<file path="src/rtl/spi_reg_master.sv">
// spi_reg_master: SPI mode-0 initiator issuing 16-bit register read/write frames.
// Frame = {rw, regnum[6:0]} then data byte; rdata is updated at done of a read.
module spi_reg_master #(
    parameter int CLK_DIV  = 4,
    parameter int SS_SETUP = 2,
    parameter int SS_HOLD  = 2,
    parameter int SS_GAP   = 2
) (
    input  logic       clk,
    input  logic       rst,
    input  logic       start,
    input  logic       write,
    input  logic [6:0] regnum,
    input  logic [7:0] wdata,
    output logic       busy,
    output logic       done,
    output logic [7:0] rdata,
    output logic       sclk,
    output logic       mosi,
    input  logic       miso,
    output logic       ss
);
    typedef enum logic [2:0] {IDLE, SETUP, SHIFT_LO, SHIFT_HI, HOLD, GAP} state_t;

    localparam logic [7:0] DIV_L  = 8'(CLK_DIV - 1);
    localparam logic [7:0] SET_L  = 8'(SS_SETUP - 1);
    localparam logic [7:0] HOLD_L = 8'(SS_HOLD - 1);
    localparam logic [7:0] GAP_L  = 8'(SS_GAP - 1);

    state_t      state;
    logic [7:0]  cnt;
    logic [3:0]  bit_cnt;
    logic [14:0] shift_tx;
    logic [7:0]  shift_rx;
    logic        rd;

    always_ff @(posedge clk) begin
        if (rst) begin
            state    <= IDLE;
            ss       <= 1'b1;
            sclk     <= 1'b0;
            mosi     <= 1'b0;
            busy     <= 1'b0;
            done     <= 1'b0;
            rdata    <= 8'h00;
            cnt      <= 8'd0;
            bit_cnt  <= 4'd0;
            shift_tx <= 15'd0;
            shift_rx <= 8'h00;
            rd       <= 1'b0;
        end else begin
            done <= 1'b0;
            case (state)
                IDLE: begin
                    // the done cycle still reads as idle, but a start there is dropped
                    if (start && !done) begin
                        shift_tx <= {regnum, wdata};
                        rd       <= !write;
                        mosi     <= write;
                        ss       <= 1'b0;
                        busy     <= 1'b1;
                        cnt      <= 8'd0;
                        state    <= SETUP;
                    end
                end
                SETUP: begin
                    if (cnt == SET_L) begin
                        cnt     <= 8'd0;
                        bit_cnt <= 4'd15;
                        state   <= SHIFT_LO;
                    end else cnt <= cnt + 8'd1;
                end
                SHIFT_LO: begin
                    if (cnt == DIV_L) begin
                        cnt      <= 8'd0;
                        sclk     <= 1'b1;
                        shift_rx <= {shift_rx[6:0], miso};
                        state    <= SHIFT_HI;
                    end else cnt <= cnt + 8'd1;
                end
                SHIFT_HI: begin
                    if (cnt == DIV_L) begin
                        cnt  <= 8'd0;
                        sclk <= 1'b0;
                        if (bit_cnt == 4'd0) state <= HOLD;
                        else begin
                            bit_cnt <= bit_cnt - 4'd1;
                            mosi    <= shift_tx[bit_cnt - 4'd1];
                            state   <= SHIFT_LO;
                        end
                    end else cnt <= cnt + 8'd1;
                end
                HOLD: begin
                    if (cnt == HOLD_L) begin
                        cnt   <= 8'd0;
                        ss    <= 1'b1;
                        mosi  <= 1'b0;
                        state <= GAP;
                    end else cnt <= cnt + 8'd1;
                end
                GAP: begin
                    if (cnt == GAP_L) begin
                        cnt   <= 8'd0;
                        done  <= 1'b1;
                        busy  <= 1'b0;
                        rdata <= rd ? shift_rx : rdata;
                        state <= IDLE;
                    end else cnt <= cnt + 8'd1;
                end
                default: state <= IDLE;
            endcase
        end
    end
endmodule

</file>
<file path="config.mk">
export PLATFORM = sky130hd
export DESIGN_NAME = spi_reg_master
export DESIGN_NICKNAME = d
export VERILOG_FILES = /design/src/rtl/spi_reg_master.sv
export SDC_FILE = /design/constraint.sdc
export NUM_CORES = 1
export LEC_CHECK = 0
export BUFFER_PORTS_ARGS = -buffer_cell sky130_fd_sc_hd__buf_2
export CELL_PAD_IN_SITES_DETAIL_PLACEMENT = 1
export CELL_PAD_IN_SITES_GLOBAL_PLACEMENT = 1
export CORE_MARGIN = 2
export CORE_UTILIZATION = 46
export DETAILED_ROUTE_END_ITERATION = 12
export HOLD_SLACK_MARGIN = 0.08
export PLACE_DENSITY = 0.94
export SYNTH_ARGS = -nofsm -noshare
export SYNTH_HDL_FRONTEND = slang
export SYNTH_SLANG_ARGS = --single-unit
</file>
<file path="constraint.sdc">
create_clock -name clk -period 3.8 [get_ports clk]
set_input_delay 0.76 -clock clk [delete_from_list [all_inputs] [get_ports clk]]
set_output_delay 0.76 -clock clk [all_outputs]
set_load 0.03 [all_outputs]
</file>
==> Word-level counts from Yosys, hierarchy flattened <==
Cells that the tools add are included.
W data, S select, Z words.
{ "op_classes": {"magnitude_cmp": 1, "n_shift": 0, "div_mod_pow": 0, "add_sub_neg": 2, "mul": 0, "reduce_logical": 24, "bitwise_logic": 1, "n_eq_ne": 14, "mux": 32} }
{ "op_table": {"columns": ["cell", "count"], "rows": [
  ["$mux W8", 3],
  ["$pmux W8 S3", 1],
  ["$mux W3", 7],
  ["$pmux W3 S6", 1],
  ["$ne A2 B2 Y1 const B", 7],
  ["$mux W4", 3],
  ["$reduce_and A3 Y1", 4],
  ["$mux W1", 11],
  ["$add A8 B1 Y8 const B", 1],
  ["$eq A8 B1 Y1 const B", 1],
  ["$eq A8 B2 Y1 const B", 1],
  ["$pmux W4 S2", 1],
  ["$reduce_bool A2 Y1", 4],
  ["$eq A3 B2 Y1 const B", 2],
  ["$eq A3 B3 Y1 const B", 2],
  ["$pmux W1 S2", 3],
  ["$reduce_and A2 Y1", 3],
  ["$reduce_and A6 Y1", 1],
  ["$reduce_bool A3 Y1", 2],
  ["$lt A4 B5 Y1 const B", 1],
  ["$reduce_and A5 Y1", 1],
  ["$bmux W1 S4", 1],
  ["$logic_not A4 Y1", 1],
  ["$reduce_and A4 Y1", 1],
  ["9 further kinds", 11]
]} }
{ "word_totals": {"wordCells": 86, "out_inout_bits": 13, "mem_bits_ro": 0, "latchBits": 0, "mem_count": 0, "input_bits": 20, "mem_bits_rw": 0, "ff_bits": 52} }

==> Logic depth before layout (Yosys ltp) <==
Gate-level depths: netlist of the first run.
{ "depth": {"ltp_word": 6, "ltp_mapped": 8, "depth_no_buf": 7} }

==> Worst setup path before layout of the first run <==
No wires, ideal clock.
{ "synth_timing": {"path_kind": "flip-flop to flip-flop", "startpoint": "register bit_cnt[0]", "endpoint": "register mosi", "path_stages_with_launch": 9, "required_time_ps": 3714, "setup_time_ps": 86, "synth_period_minus_slack_ps": 1983, "path_buffers": 1, "arrival_ps": 1897, "setup_slack_ps": 1817, "cell_sequence": "dfxtp_1 -> inv_1 -> ha_1 -> buf_2 -> mux2i_1 -> mux4_2 -> mux2i_1 -> o21ai_0 -> a211oi_1"} }
{ "synth_via": {"elab_chain_len": 6, "elab_cells_between_ends": 9, "classes_between": "add/sub (1); eq/ne (1); mux (5); reduce/logical (2)"} }
{ "synth_rtl": {"columns": ["element", "line_no", "text"], "rows": [
  ["from (decl)", "32", "logic [3:0] bit_cnt;"],
  ["from (signal assigned)", "87", "bit_cnt <= bit_cnt - 4'd1;"],
  ["$sub A4 B1 Y4", "88", "mosi <= shift_tx[bit_cnt - 4'd1];"],
  ["$bmux W1 S4", "88", null],
  ["$mux W1 (not written as such)", "88", null],
  ["$mux W1", "85", "if (bit_cnt == 4'd0) state <= HOLD;"],
  ["$mux W1", "82", "if (cnt == DIV_L) begin"],
  ["$pmux W1 S3", "53", "case (state)"],
  ["to (signal assigned)", "59", "mosi <= write;"],
  ["to (signal assigned)", "88", null],
  ["to (decl)", "19", "output logic mosi,"]
]} }
Several ways; a longest one is shown, not always the timed one. The select of a mux whose other input is x is not followed.
A chain may end at the register's enable or synchronous reset.

==> Worst setup path after layout of the first run <==
Ends and elaborated chain as after synthesis.

==> results of run 1 <==
==> final cells by class <==
class                   count  area (sq um)
clock inverters             1          7.51
inverters                   6          22.5
well taps                  70          87.6
flip-flops and latches     52          1040
multi-input cells         186          1210
fillers                   615          2380
repair buffers             33           168
clock buffers               7          86.3
==> cell families (layout without fill, tap and decap cells) <==
logic type               Yosys count  after routing  synth area share
AO/OA/AOI/OAI                     46             46             0.132
XOR/XNOR                           9              9            0.0335
adder cells (fa/ha/maj)            3              3            0.0159
buffers and inverters             22             47            0.0430
flip-flops                        52             52             0.442
multiplexers                      24             24             0.118
AND/OR/NAND/NOR                  104            104             0.215
==> worst paths after layout <==
| kind | start | endpoint |
|---|---|---|
| worst max-delay path | bit_cnt[0]$_SDFFE_PP0P_ | mosi$_SDFFE_PP0P_ |
| worst min-delay path | shift_tx[9]$_SDFFE_PP0P_ | shift_tx[9]$_SDFFE_PP0P_ |
| worst max register to register | bit_cnt[0]$_SDFFE_PP0P_ | mosi$_SDFFE_PP0P_ |
| worst min register to register | shift_tx[9]$_SDFFE_PP0P_ | shift_tx[9]$_SDFFE_PP0P_ |
==> metal layers <==
layer  vias up  track usage
met3        15       0.0410
met5         -            0
met4         0       0.0838
met1       918        0.262
li1        944            -
met2        47        0.365
==> state kept, by name, summed over array words and instances (netlist names) <==
signal,cells
cnt,8
state,3
sclk,1
bit_cnt,4
busy,1
shift_tx,15
done,1
mosi,1
rdata,8
shift_rx,8
ss,1
rd,1
==> power by group through the flow <==
| stage | Clock [mW] | Combinational, mW | Sequential [mW] |
|---|---|---|---|
| after floorplan | 0 | 0.157 | 0.611 |
| after global placement | 0 | 0.186 | 0.616 |
| after detailed placement | 0 | 0.197 | 0.619 |
| after CTS | 0.331 | 0.200 | 0.607 |
| after global routing | 0.353 | 0.219 | 0.612 |
| final | 0.324 | 0.198 | 0.608 |
==> critical path: stages (launching register included) <==
cell      delay, ps
dfxtp_1         490
inv_1           130
ha_1            490
mux2i_1         150
mux4_2          480
mux2i_1         150
o21ai_0         100
a211oi_1        290
==> layout by cell type (no fill, tap or decap), drive strengths merged <==
cell	Yosys	final
a211oi	4	4
a21o	1	1
a21oi	29	29
a22o	1	1
a22oi	1	1
a311o	1	1
a311oi	1	1
a31o	1	1
a31oi	2	2
and2	2	2
and3	4	4
and3b	1	1
and4	4	4
buf	7	33
clkbuf	9	7
clkinvlp	0	1
dfxtp	52	52
ha	3	3
inv	6	6
mux2i	21	21
mux4	3	3
nand2	36	36
nand2b	4	4
nand3	3	3
nand4	5	5
nor2	32	32
nor2b	4	4
nor3	7	7
nor3b	1	1
nor4	1	1
o21ai	2	2
o21bai	1	1
o22a	1	1
o32a	1	1
xnor2	3	3
xor2	6	6
==> impl_metrics.tcl, run 1 <==
set metrics [dict create \
    status "completed" \
    synth.most_common_cell "dfxtp_1" \
    period_needed_ps 2380 \
    internal-power_uw 800 \
    cts_buffers 5 \
    crit_arrival_ps 2580 \
    drc 0 \
    grt_pass1_vias 1945 \
    r2r_cells 7 \
    p_switching_uw 329 \
    drt_iter0_drc 105 \
    place_ws_ps 1390 \
    synthTopCellsByArea "dfxtp_1, mux2i_1, a21oi_1" \
    setup_violations 0 \
    tightest_slew_ps 834 \
    hold_viol 0 \
    routabilityCongestion 0.823 \
    drive_gt1_frac 0.193 \
    grt_max_degree 47 \
    root_buffer "clkbuf_8" \
    synth_warnings 0 \
    netlist_top_cells_count "dfxtp_1, nand2_1, nor2_1, a21oi_1, mux2i_1" \
    wl_met2_um 2850 \
    clk-insertion-delay-late_ps 310 \
    die_h_um 75.5 \
    hold_buffers 0 \
    ios 33 \
    routedWlPerCell_um 15.9 \
    cp-end-kind "flip-flop" \
    max_freq_ghz 0.420 \
    grt_usage 0.212 \
    cts_tree "yes" \
    irDropWorstVdd_mv 0.217 \
    antenna_left 0 \
    synth_ff_type "dfxtp_1" \
    p_per_area_nw_per_um2 430 \
    firstDrtPassIters 4 \
    crit_type "reg -> reg" \
    netlist_area_sq_um 2350 \
    syn-num-nets 283 \
    seq_area_frac_synth 0.442 \
    top_layer "met4" \
    postPlaceCellArea_sq_um 2530 \
    async_reset_ff_frac 0 \
    die_w_um 75.5 \
    hold_ws_ps 465 \
    vias_per_cell 5.42 \
    instances_no_fill 355 \
    start_util 0.470 \
    yosysTopAreaCell "dfxtp_1" \
    max_slew_margin 0.444 \
    routedLengthMet1_um 2430 \
    p_clk_frac 0.287 \
    dieArea_sq_um 5710 \
    seq_power_share 0.538 \
    cp.required_ps 4000 \
    ys_seq_elements 52 \
    p_sw_frac 0.292 \
    grt_pass1_wl_um 9210 \
    yosysTopAreaCellShare 0.442 \
    fin_util 0.524 \
    core_region_area_sq_um 5010 \
    numClockSinks 52 \
    portBuffers 32 \
    vias 1924 \
    worst_slack_ps 1420 \
    synth-edff-count 0 \
    hp-class "reg -> reg" \
    cp-start-kind "flip-flop" \
    synth_cell_types 41 \
    cts-htree-levels 2 \
    cts_resized 0 \
    layout_worst_path_cycle_share 0.626 \
    dp.cells 347 \
    wl_um 5630 \
    insertedDiodeCount 0 \
    r2r_slack_ps 1420 \
    clock_path_buffers 2 \
    rsz0062_at_grt "no" \
    path_clk_slew_ps 90 \
    leakage_nw 1.06 \
    comb_power_share 0.175 \
    path_max_fanout 7 \
    finClkSkew_ps 7.85 \
    max_cap_violations 0 \
    syn-instance-count 260 \
    syn_to_final_growth_pct 11.5 \
    slew_violations 0 \
    overflow 0 \
    antenna_found_initial 0 \
    final_area_sq_um 2630 \
    cts_setup_buffers 0 \
    num_rows 26 \
    power_mw 1.13 \
    dp_hpwl_um 3990 \
    routed-wl-met3_um 198 \
    syn_avg_cell_area_sq_um 9.06 \
    min_path_cells 2 \
    setup_tns_ps 0 \
    nNetsFinal 307 \
]
Note: power is estimated with default switching activity, not from simulation.
==> run 2, diff against run 1 <==
--- a/config.mk
+++ b/config.mk
@@ -9,10 +9,10 @@
 export CELL_PAD_IN_SITES_DETAIL_PLACEMENT = 1
 export CELL_PAD_IN_SITES_GLOBAL_PLACEMENT = 1
 export CORE_MARGIN = 2
-export CORE_UTILIZATION = 46
+export CORE_UTILIZATION = 43
 export DETAILED_ROUTE_END_ITERATION = 12
 export HOLD_SLACK_MARGIN = 0.08
-export PLACE_DENSITY = 0.94
+export PLACE_DENSITY = 0.9
 export SYNTH_ARGS = -nofsm -noshare
 export SYNTH_HDL_FRONTEND = slang
 export SYNTH_SLANG_ARGS = --single-unit
==> constraint.sdc (replaced) <==
create_clock -name clk -period 2.43 [get_ports clk]
set_input_delay 0.486 -clock clk [delete_from_list [all_inputs] [get_ports clk]]
set_output_delay 0.486 -clock clk [all_outputs]
set_load 0.03 [all_outputs]
==> impl_metrics.tcl, run 2 (synthesized netlist as in run 1, its figures left out) <==
set metrics [dict create \
    ios 33 \
    max_cap_violations 0 \
    layout_worst_path_cycle_share 0.903 \
    cp.required_ps 2660 \
    wl_um 5830 \
    hold_viol 0 \
    grt_usage 0.204 \
    fin_util 0.515 \
    portBuffers 32 \
    grt_max_degree 47 \
    insertedDiodeCount 0 \
    cp-start-kind "flip-flop" \
    final_cell_mix "dfxtp_1, nand2_1, nor2_1, buf_2, a21oi_1" \
    max_slew_margin 0.649 \
    antenna_found_initial 0 \
    min_to "shift_rx[0]$_SDFFE_PP0P_" \
    routabilityCongestion 0.878 \
    slew_violations 0 \
    r2r-end "mosi$_SDFFE_PP0P_" \
    period_needed_ps 2190 \
    p_per_area_nw_per_um2 711 \
    dp_hpwl_um 3980 \
    final_common_cell "dfxtp_1" \
    r2r_cells 7 \
    grt_pass1_vias 2056 \
    cts_setup_buffers 0 \
    drt_iter0_drc 101 \
    root_buffer "clkbuf_8" \
    crit_type "reg -> reg" \
    drive_gt1_frac 0.208 \
    rsz0062_at_grt "no" \
    regMostFlops "shift_tx" \
    status "completed" \
    die_w_um 78 \
    setup_violations 0 \
    overflow 0 \
    clock_path_buffers 2 \
    num_rows 26 \
    nNetsFinal 311 \
    drc 0 \
    leakage_nw 1.09 \
    vias 1935 \
    crit_arrival_ps 2430 \
    setup_tns_ps 0 \
    dieArea_sq_um 6080 \
    core_region_area_sq_um 5200 \
    max_freq_ghz 0.456 \
    hold_buffers 0 \
    cts_buffers 5 \
    timing.rr.start "bit_cnt[0]$_SDFFE_PP0P_" \
    hold_ws_ps 408 \
    cp-end-kind "flip-flop" \
    vias_per_cell 5.39 \
    irDropWorstVdd_mv 0.441 \
    syn_to_final_growth_pct 13.9 \
    hp-class "in -> reg" \
    path_clk_slew_ps 100 \
    cts_resized 0 \
    antenna_left 0 \
    cts_tree "yes" \
    min_path_cells 3 \
    finClkSkew_ps 10.6 \
    clk-insertion-delay-late_ps 310 \
    worst_hold_startpoint "miso" \
    grt_pass1_wl_um 9810 \
    largest_reg_flops 15 \
    r2r_slack_ps 240 \
    numClockSinks 52 \
    num-fill-cells 629 \
    firstDrtPassIters 4 \
    routedWlPerCell_um 16.2 \
    start_util 0.452 \
    path_max_fanout 7 \
    die_h_um 78 \
    tightest_slew_ps 527 \
    cts-htree-levels 2 \
]
==> run 2: stage by stage <==
step / worst slack, ps / instance area, sq um / power [mW] / std cells
2_1_floorplan: 447 / 2350 / 1.20 / 260
3_3_place_gp: 383 / 2560 / 1.27 / 351
3_5_place_dp: 251 / 2560 / 1.29 / 351
4_1_cts: 230 / 2680 / 1.91 / 359
5_1_grt: 81.8 / 2680 / 1.99 / 359
6_report: 235 / 2680 / 1.91 / 359
==> run 2: per-layer routing <==
| metal | wire [um] | share of wire | vias up | global-route usage |
|---|---|---|---|---|
| li1 | - | - | 949 | - |
| met1 | 2540 | 0.44 | 930 | 0.252 |
| met2 | 2960 | 0.51 | 38 | 0.350 |
| met3 | 159 | 0.027 | 18 | 0.0337 |
| met4 | 169 | 0.029 | 0 | 0.0912 |
| met5 | 0 | 0 | - | 0 |
==> run 2: how the worst max path moves through the flow <==
stage	from	end	slack, ps
2_1_floorplan	bit_cnt[0]$_SDFFE_PP0P_	mosi$_SDFFE_PP0P_	450
3_3_place_gp	bit_cnt[0]$_SDFFE_PP0P_	mosi$_SDFFE_PP0P_	380
3_5_place_dp	bit_cnt[0]$_SDFFE_PP0P_	mosi$_SDFFE_PP0P_	250
4_1_cts	bit_cnt[0]$_SDFFE_PP0P_	mosi$_SDFFE_PP0P_	230
5_1_grt	bit_cnt[0]$_SDFFE_PP0P_	mosi$_SDFFE_PP0P_	80
6_report	bit_cnt[0]$_SDFFE_PP0P_	mosi$_SDFFE_PP0P_	240
==> run 2: critical path, stage by stage, from the launching register on <==
cell	delay [ps]
dfxtp_1	480
inv_1	130
ha_1	440
mux2i_1	160
mux4_2	470
mux2i_1	130
o21ai_0	90
a211oi_1	220
==> run 2: power breakdown <==
group	switching, mW	total [mW]	internal, mW
combinational	0.198	0.331	0.133
clock	0.297	0.634	0.337
sequential	0.0455	0.942	0.897
==> run 2: cell type report <==
cell class,instances,area [sq um],area share
Multi-Input combinational cell,186,1210,0.452
Sequential cell,52,1040,0.388
Timing Repair Buffer,37,198,0.0737
Tap cell,70,87.6,0.0326
Clock buffer,6,82.6,0.0308
Clock inverter,2,38.8,0.0145
Inverter,6,22.5,0.00840
